<file path="src/rtl/frame_stream_source.sv">
// frame_stream_source
//   Streams a stored RGB frame out of a frame buffer with a 1-cycle read
//   latency, in raster order (x fastest, then y). One frame is sent per
//   start_i pulse accepted in IDLE; done_o pulses once the last pixel has
//   been presented. Optional idle cycles (LINE_GAP) separate lines, and
//   pause_i holds back read issue for a cycle.
//
// Ports
//   clk         clock
//   rst_n       asynchronous, active-low reset
//   start_i     launch one frame (only looked at in IDLE)
//   pause_i     1 = issue no read this cycle (STREAM only)
//   mem_en_o    frame-buffer read enable
//   mem_addr_o  frame-buffer read address, y*IMAGE_LEN + x
//   mem_data_i  read data {red,green,blue}, valid the cycle after mem_en_o
//   pixel_o     output pixel {red,green,blue}, held while valid_o is low
//   valid_o     output pixel valid (pixel_valid_if .valid)
//   busy_o      1 whenever a frame is in progress
//   done_o      one-cycle pulse after the last pixel
module frame_stream_source #(
  parameter int IMAGE_LEN    = 1080,
  parameter int IMAGE_HEIGHT = 720,
  parameter int LINE_GAP     = 0,
  localparam int ADDR_F      = $clog2(IMAGE_LEN * IMAGE_HEIGHT)
) (
  input  logic              clk,
  input  logic              rst_n,
  input  logic              start_i,
  input  logic              pause_i,
  output logic              mem_en_o,
  output logic [ADDR_F-1:0] mem_addr_o,
  input  logic [23:0]       mem_data_i,
  output logic [23:0]       pixel_o,
  output logic              valid_o,
  output logic              busy_o,
  output logic              done_o
);

  localparam int X_W   = (IMAGE_LEN > 1)    ? $clog2(IMAGE_LEN)    : 1;
  localparam int Y_W   = (IMAGE_HEIGHT > 1) ? $clog2(IMAGE_HEIGHT) : 1;
  localparam int GAP_W = (LINE_GAP > 1)     ? $clog2(LINE_GAP)     : 1;

  typedef enum logic [2:0] {
    IDLE,
    STREAM,
    GAP,
    FLUSH,
    DONE
  } state_t;

  state_t              state_reg, state_next;
  logic [X_W-1:0]      x_reg, x_next;
  logic [Y_W-1:0]      y_reg, y_next;
  logic [GAP_W-1:0]    gap_reg, gap_next;
  logic [ADDR_F-1:0]   addr_reg, addr_next;
  logic                valid_reg;
  logic [23:0]         pixel_hold_reg;

  always_ff @(posedge clk or negedge rst_n) begin
    if (!rst_n) begin
      state_reg <= IDLE;
      x_reg     <= '0;
      y_reg     <= '0;
      gap_reg   <= '0;
      addr_reg  <= '0;
    end else begin
      state_reg <= state_next;
      x_reg     <= x_next;
      y_reg     <= y_next;
      gap_reg   <= gap_next;
      addr_reg  <= addr_next;
    end
  end

  always_comb begin
    state_next = state_reg;
    x_next     = x_reg;
    y_next     = y_reg;
    gap_next   = gap_reg;
    addr_next  = addr_reg;
    mem_en_o   = 1'b0;
    done_o     = 1'b0;
    case (state_reg)
      IDLE: begin
        if (start_i) begin
          state_next = STREAM;
          x_next     = '0;
          y_next     = '0;
          gap_next   = '0;
          addr_next  = '0;
        end
      end
      STREAM: begin
        if (!pause_i) begin
          mem_en_o = 1'b1;
          if (x_reg != X_W'(IMAGE_LEN - 1)) begin
            x_next    = x_reg + X_W'(1);
            addr_next = addr_reg + ADDR_F'(1);
          end else begin
            x_next = '0;
            if (y_reg == Y_W'(IMAGE_HEIGHT - 1)) begin
              // Last read of the frame: park the address at 0 so it never
              // runs past the end of the buffer.
              y_next     = '0;
              addr_next  = '0;
              state_next = FLUSH;
            end else begin
              y_next    = y_reg + Y_W'(1);
              addr_next = addr_reg + ADDR_F'(1);
              if (LINE_GAP > 0) begin
                gap_next   = '0;
                state_next = GAP;
              end
            end
          end
        end
      end
      GAP: begin
        if (gap_reg == GAP_W'(LINE_GAP - 1)) begin
          gap_next   = '0;
          state_next = STREAM;
        end else begin
          gap_next = gap_reg + GAP_W'(1);
        end
      end
      FLUSH: state_next = DONE;   // last read's data is presented this cycle
      DONE: begin
        done_o     = 1'b1;
        state_next = IDLE;
      end
      default: state_next = IDLE;
    endcase
  end

  assign mem_addr_o = addr_reg;
  assign busy_o     = (state_reg != IDLE);

  // Read data arrives the cycle after issue, alongside valid_reg, so it is
  // passed straight through then and captured for holding afterwards.
  always_ff @(posedge clk or negedge rst_n) begin
    if (!rst_n) begin
      valid_reg      <= 1'b0;
      pixel_hold_reg <= '0;
    end else begin
      valid_reg <= mem_en_o;
      if (valid_reg) begin
        pixel_hold_reg <= mem_data_i;
      end
    end
  end

  assign valid_o = valid_reg;
  assign pixel_o = valid_reg ? mem_data_i : pixel_hold_reg;

endmodule

</file>
<file path="config.mk">
export PLATFORM = sky130hd
export DESIGN_NAME = frame_stream_source
export DESIGN_NICKNAME = d
export VERILOG_FILES = /design/src/rtl/frame_stream_source.sv
export SDC_FILE = /design/constraint.sdc
export NUM_CORES = 1
export LEC_CHECK = 0
export BUFFER_PORTS_ARGS = -buffer_cell sky130_fd_sc_hd__buf_2
export CAP_MARGIN = 20
export CORE_MARGIN = 2
export CORE_UTILIZATION = 50
export CTS_CLUSTER_SIZE = 24
export DETAILED_ROUTE_END_ITERATION = 8
export GPL_ROUTABILITY_DRIVEN = 0
export PLACE_DENSITY = 0.75
export SLEW_MARGIN = 20
export SYNTH_ARGS = -nofsm -noshare
export SYNTH_HDL_FRONTEND = slang
export SYNTH_SLANG_ARGS = --single-unit
</file>
<file path="constraint.sdc">
create_clock -name clk -period 2.4 [get_ports clk]
set_input_delay 0.12 -clock clk [delete_from_list [all_inputs] [get_ports clk]]
set_output_delay 0.12 -clock clk [all_outputs]
set_load 0.01 [all_outputs]
</file>
==> results summary <==
The post-synthesis net count came out at between 300 and 400. The number of standard-cell rows in the floorplan is 29. In this run the horizontal extent of the chip is 85.8 um.

The average vias per placed instance came out at 5.59. The post-CTS setup repair buffer count came out at 0. The violation count after the first detailed-routing iteration is between 200 and 250.

The time the final worst path needs with I/O delays and setup came out at 2.17 ns. The number of setup violations in the final report came out at 0. The total via count in the routed design is 2678.

The maximum achievable frequency came out at 460 MHz. The detailed-routing iteration count for the pre-antenna-repair pass is 8. The total number of H-tree levels is 3.

STA classifies the critical path endpoint as a flip-flop. The number of different library cells in the post-synthesis netlist is 53. The slew of the pin with the lowest slew margin came out at 0.855 ns. The combined global-route utilization of all metal layers is 20.4%. The flip-flop count of the largest register, all copies and words added is 24. The cell count after synthesis is ~320.

The count of antenna-violating nets left after detailed routing came out at 0. The worst setup path is launched from a flip-flop. The global-route wire length before repair is between 10000 and 15000 um. The total wire length after detailed routing came out at 6920 um. On the final layout, the worst hold slack is -0.0337 ns. The clock slew at the register clock pins of the worst setup and hold paths is 0.08 ns. Along the worst path, the maximum fanout reaches 11. The final critical path takes up between 90% and 100% of the cycle. Entering global routing, the biggest net connects 71 pins.

The chip height came out at 85.8 um. After detailed routing, the number of remaining DRC violations is 12. The flip-flop and latch count after synthesis is 70.

The initial cell density of the core came out at 52.1%. The total count of max-transition violations in the final report is 0. The share of the yosys chip area belonging to registers is 52.3%. The number of global-route vias before repair came to between 2000 and 3000. The initial antenna violation count is 0. Setup repair after global routing left no endpoint under its margin.

After floorplanning, the core was sized to cover 6420 um2. The min-delay analysis places its worst path in the category input port to asynchronous set/reset pin. The leakage power total came out at 1.82 nW. TritonCTS built the clock tree.

The mean area per synthesized cell came out at 10.5 um2. The maximum resistive drop on vdd is 522 uV. The power consumption came out at 4.41 mW. The number of antenna cells inserted is 0. The routed wire length per instance came out at 14.5 um. The number of fillers in the final layout is 557. The reported max-cap violation count is 0.

The final reports fail on DRC, hold timing. The post-synthesis to final-layout area growth is 19.4%. The number of top-level design ports came out at 76. The final worst clock skew came out at 0.0115 ns. The run finished, with violations left. The number of failing hold endpoints at the final stage is 70. The post-route netlist has 32.1% of its cells at a drive strength greater than 1. The clock net in this run drives a total of 70 sinks.

The detailed placer's ending HPWL came out at around 5000 um. The number of gates resized after CTS was 0. The net count reported at finish is approximately 430. The number of hold buffers added after CTS was 0. The power density of the placed cells is 1100 nW/um2. Yosys mapped a number of flops with a built-in enable equal to 0.

The tree is rooted in a sky130_fd_sc_hd__clkbuf_8. The critical path in this run is classified as flip-flop to flip-flop. The leftover overflow at the end of global routing is 0.

The data arrival time of the critical path came out at 2.41 ns. For this run, the leading register cell type out of synthesis is sky130_fd_sc_hd__dfrtp_1. The number of clock buffers added by TritonCTS is 9. In the synthesized netlist the async set-or-reset flop fraction comes to 100%. Measured against its own limit, the worst slew margin works out to 43.0%. The number of buffers on the longest clock path is 2. The worst endpoint required time came out at 2.64 ns. Adding up every negative setup slack in the final design gives 0 ns. The port buffer count came out at 75. The clock latency at the later pin of the worst-skew pair is 0.34 ns. The mapped netlist covers 3350 um2.

For this run, the number of Yosys warnings is 0. The total die area is 7360 um2.
[cells in the mapped netlist (2+ instances only)]
library cell                count  area share [%]
sky130_fd_sc_hd__and3_1         4            0.75
sky130_fd_sc_hd__o31ai_1        8             1.8
sky130_fd_sc_hd__nor2_1        32             3.6
sky130_fd_sc_hd__inv_1          5            0.56
sky130_fd_sc_hd__buf_2          4            0.60
sky130_fd_sc_hd__nand4_1        7             1.3
sky130_fd_sc_hd__nor4_1         5            0.93
sky130_fd_sc_hd__nand3_1       21             3.1
sky130_fd_sc_hd__nand2b_1       2            0.37
sky130_fd_sc_hd__buf_6          2            0.67
sky130_fd_sc_hd__o21ai_1        2            0.30
sky130_fd_sc_hd__ha_1           3             1.1
sky130_fd_sc_hd__and2_1         2            0.37
sky130_fd_sc_hd__o2111ai_1      2            0.52
sky130_fd_sc_hd__o311ai_1       4             1.0
sky130_fd_sc_hd__clkbuf_1       5            0.56
sky130_fd_sc_hd__and4_1         4             1.0
sky130_fd_sc_hd__nor3_1         8             1.2
sky130_fd_sc_hd__a21oi_1        4            0.60
sky130_fd_sc_hd__xnor2_1       16             4.2
sky130_fd_sc_hd__nor2b_1        4            0.75
sky130_fd_sc_hd__mux2_2        24             8.1
sky130_fd_sc_hd__a211oi_1       4            0.90
sky130_fd_sc_hd__dfrtp_1       70              52
sky130_fd_sc_hd__nand2_1       31             3.5
sky130_fd_sc_hd__o21ai_0       19             2.8
[kinds of logic after synthesis]
kind of cell,count (synthesis),share of synthesized area [%]
mux,24,8.07
compound gates,53,10.8
buf+inv,17,2.62
fa+ha+maj,3,1.12
flops,70,52.3
xor+xnor,17,4.45
simple gates,135,20.6
[layout by cell type (no fill, tap or decap), types with 2 or more instances in the layout]
cell,Yosys,routed
sky130_fd_sc_hd__buf_2,4,75
sky130_fd_sc_hd__dfrtp_1,70,70
sky130_fd_sc_hd__nor2_1,32,32
sky130_fd_sc_hd__nand2_1,31,31
sky130_fd_sc_hd__mux2_2,24,24
sky130_fd_sc_hd__nand3_1,21,21
sky130_fd_sc_hd__o21ai_0,19,19
sky130_fd_sc_hd__xnor2_1,16,16
sky130_fd_sc_hd__clkbuf_8,0,12
sky130_fd_sc_hd__nor3_1,8,8
sky130_fd_sc_hd__o31ai_1,8,8
sky130_fd_sc_hd__nand4_1,7,7
sky130_fd_sc_hd__inv_1,5,5
sky130_fd_sc_hd__nor4_1,5,5
sky130_fd_sc_hd__buf_4,1,5
sky130_fd_sc_hd__and4_1,4,4
sky130_fd_sc_hd__and3_1,4,4
sky130_fd_sc_hd__a211oi_1,4,4
sky130_fd_sc_hd__nor2b_1,4,4
sky130_fd_sc_hd__a21oi_1,4,4
sky130_fd_sc_hd__o311ai_1,4,4
sky130_fd_sc_hd__ha_1,3,3
sky130_fd_sc_hd__nand2b_1,2,2
sky130_fd_sc_hd__o21ai_1,2,2
sky130_fd_sc_hd__o2111ai_1,2,2
sky130_fd_sc_hd__and2_1,2,2
[power by group]
| group | internal (mW) | switching [mW] |
|---|---|---|
| sequential | 1.50 | 0.227 |
| clock | 0.558 | 0.422 |
| combinational | 0.738 | 0.961 |
| total | 2.80 | 1.61 |
[worst paths after layout]
kind	start	endpoint	slack [ns]	depth (start not counted)
max in group asynchronous	rst_n	pixel_hold_reg[9]$_DFF_PN0_	1.88	2
max reg2reg	x_reg[0]$_DFFE_PN0P_	mem_addr_o[6]$_DFFE_PN0P_	0.23	6
min	rst_n	mem_addr_o[19]$_DFFE_PN0P_	-0.03	2
max	x_reg[0]$_DFFE_PN0P_	mem_addr_o[6]$_DFFE_PN0P_	0.23	6
min in group clk	mem_data_i[22]	pixel_hold_reg[22]$_DFF_PN0_	0.02	2
min reg2reg	y_reg[7]$_DFFE_PN0P_	y_reg[7]$_DFFE_PN0P_	0.49	1
[per-stage QoR]
stage	utilization [%]	hold slack, ns	cell area [um2]	cells	setup slack [ns]
floorplan	-	-0.176	3350	319	0.463
detailed placement	59.0	0.372	3790	464	0.254
finish	62.2	-0.0337	4000	479	0.227
global route	62.2	0.0165	4000	479	0.0750
global placement	59.0	0.368	3790	464	0.346
CTS	62.2	0.00308	4000	479	0.230
[worst max-delay path, cell delays in order (launching register included)]
cell	delay (ns)
sky130_fd_sc_hd__dfrtp_1	0.44
sky130_fd_sc_hd__ha_1	0.27
sky130_fd_sc_hd__and4_1	0.20
sky130_fd_sc_hd__and4b_1	0.30
sky130_fd_sc_hd__a21oi_4	0.31
sky130_fd_sc_hd__nand2_2	0.22
sky130_fd_sc_hd__o41ai_2	0.34
[metal layers]
layer | vias to the layer above | GRT usage (%) | routed length [um]
li1 | 1313 | - | -
met1 | 1265 | 28.3 | 3300
met2 | 84 | 31.0 | 3060
met3 | 16 | 5.20 | 424
met4 | 0 | 7.94 | 141
met5 | - | 0 | 0
[cell type report]
type	count	area [um2]	area share, %
flip-flops and latches	70	1750	43.8
well taps	77	96.3	2.41
inverters	5	18.8	0.470
clock buffers	12	165	4.13
repair buffers	80	413	10.3
multi-input cells	232	1510	37.7
clock inverters	3	42.5	1.06
Note: power is estimated with default switching activity, not from simulation.
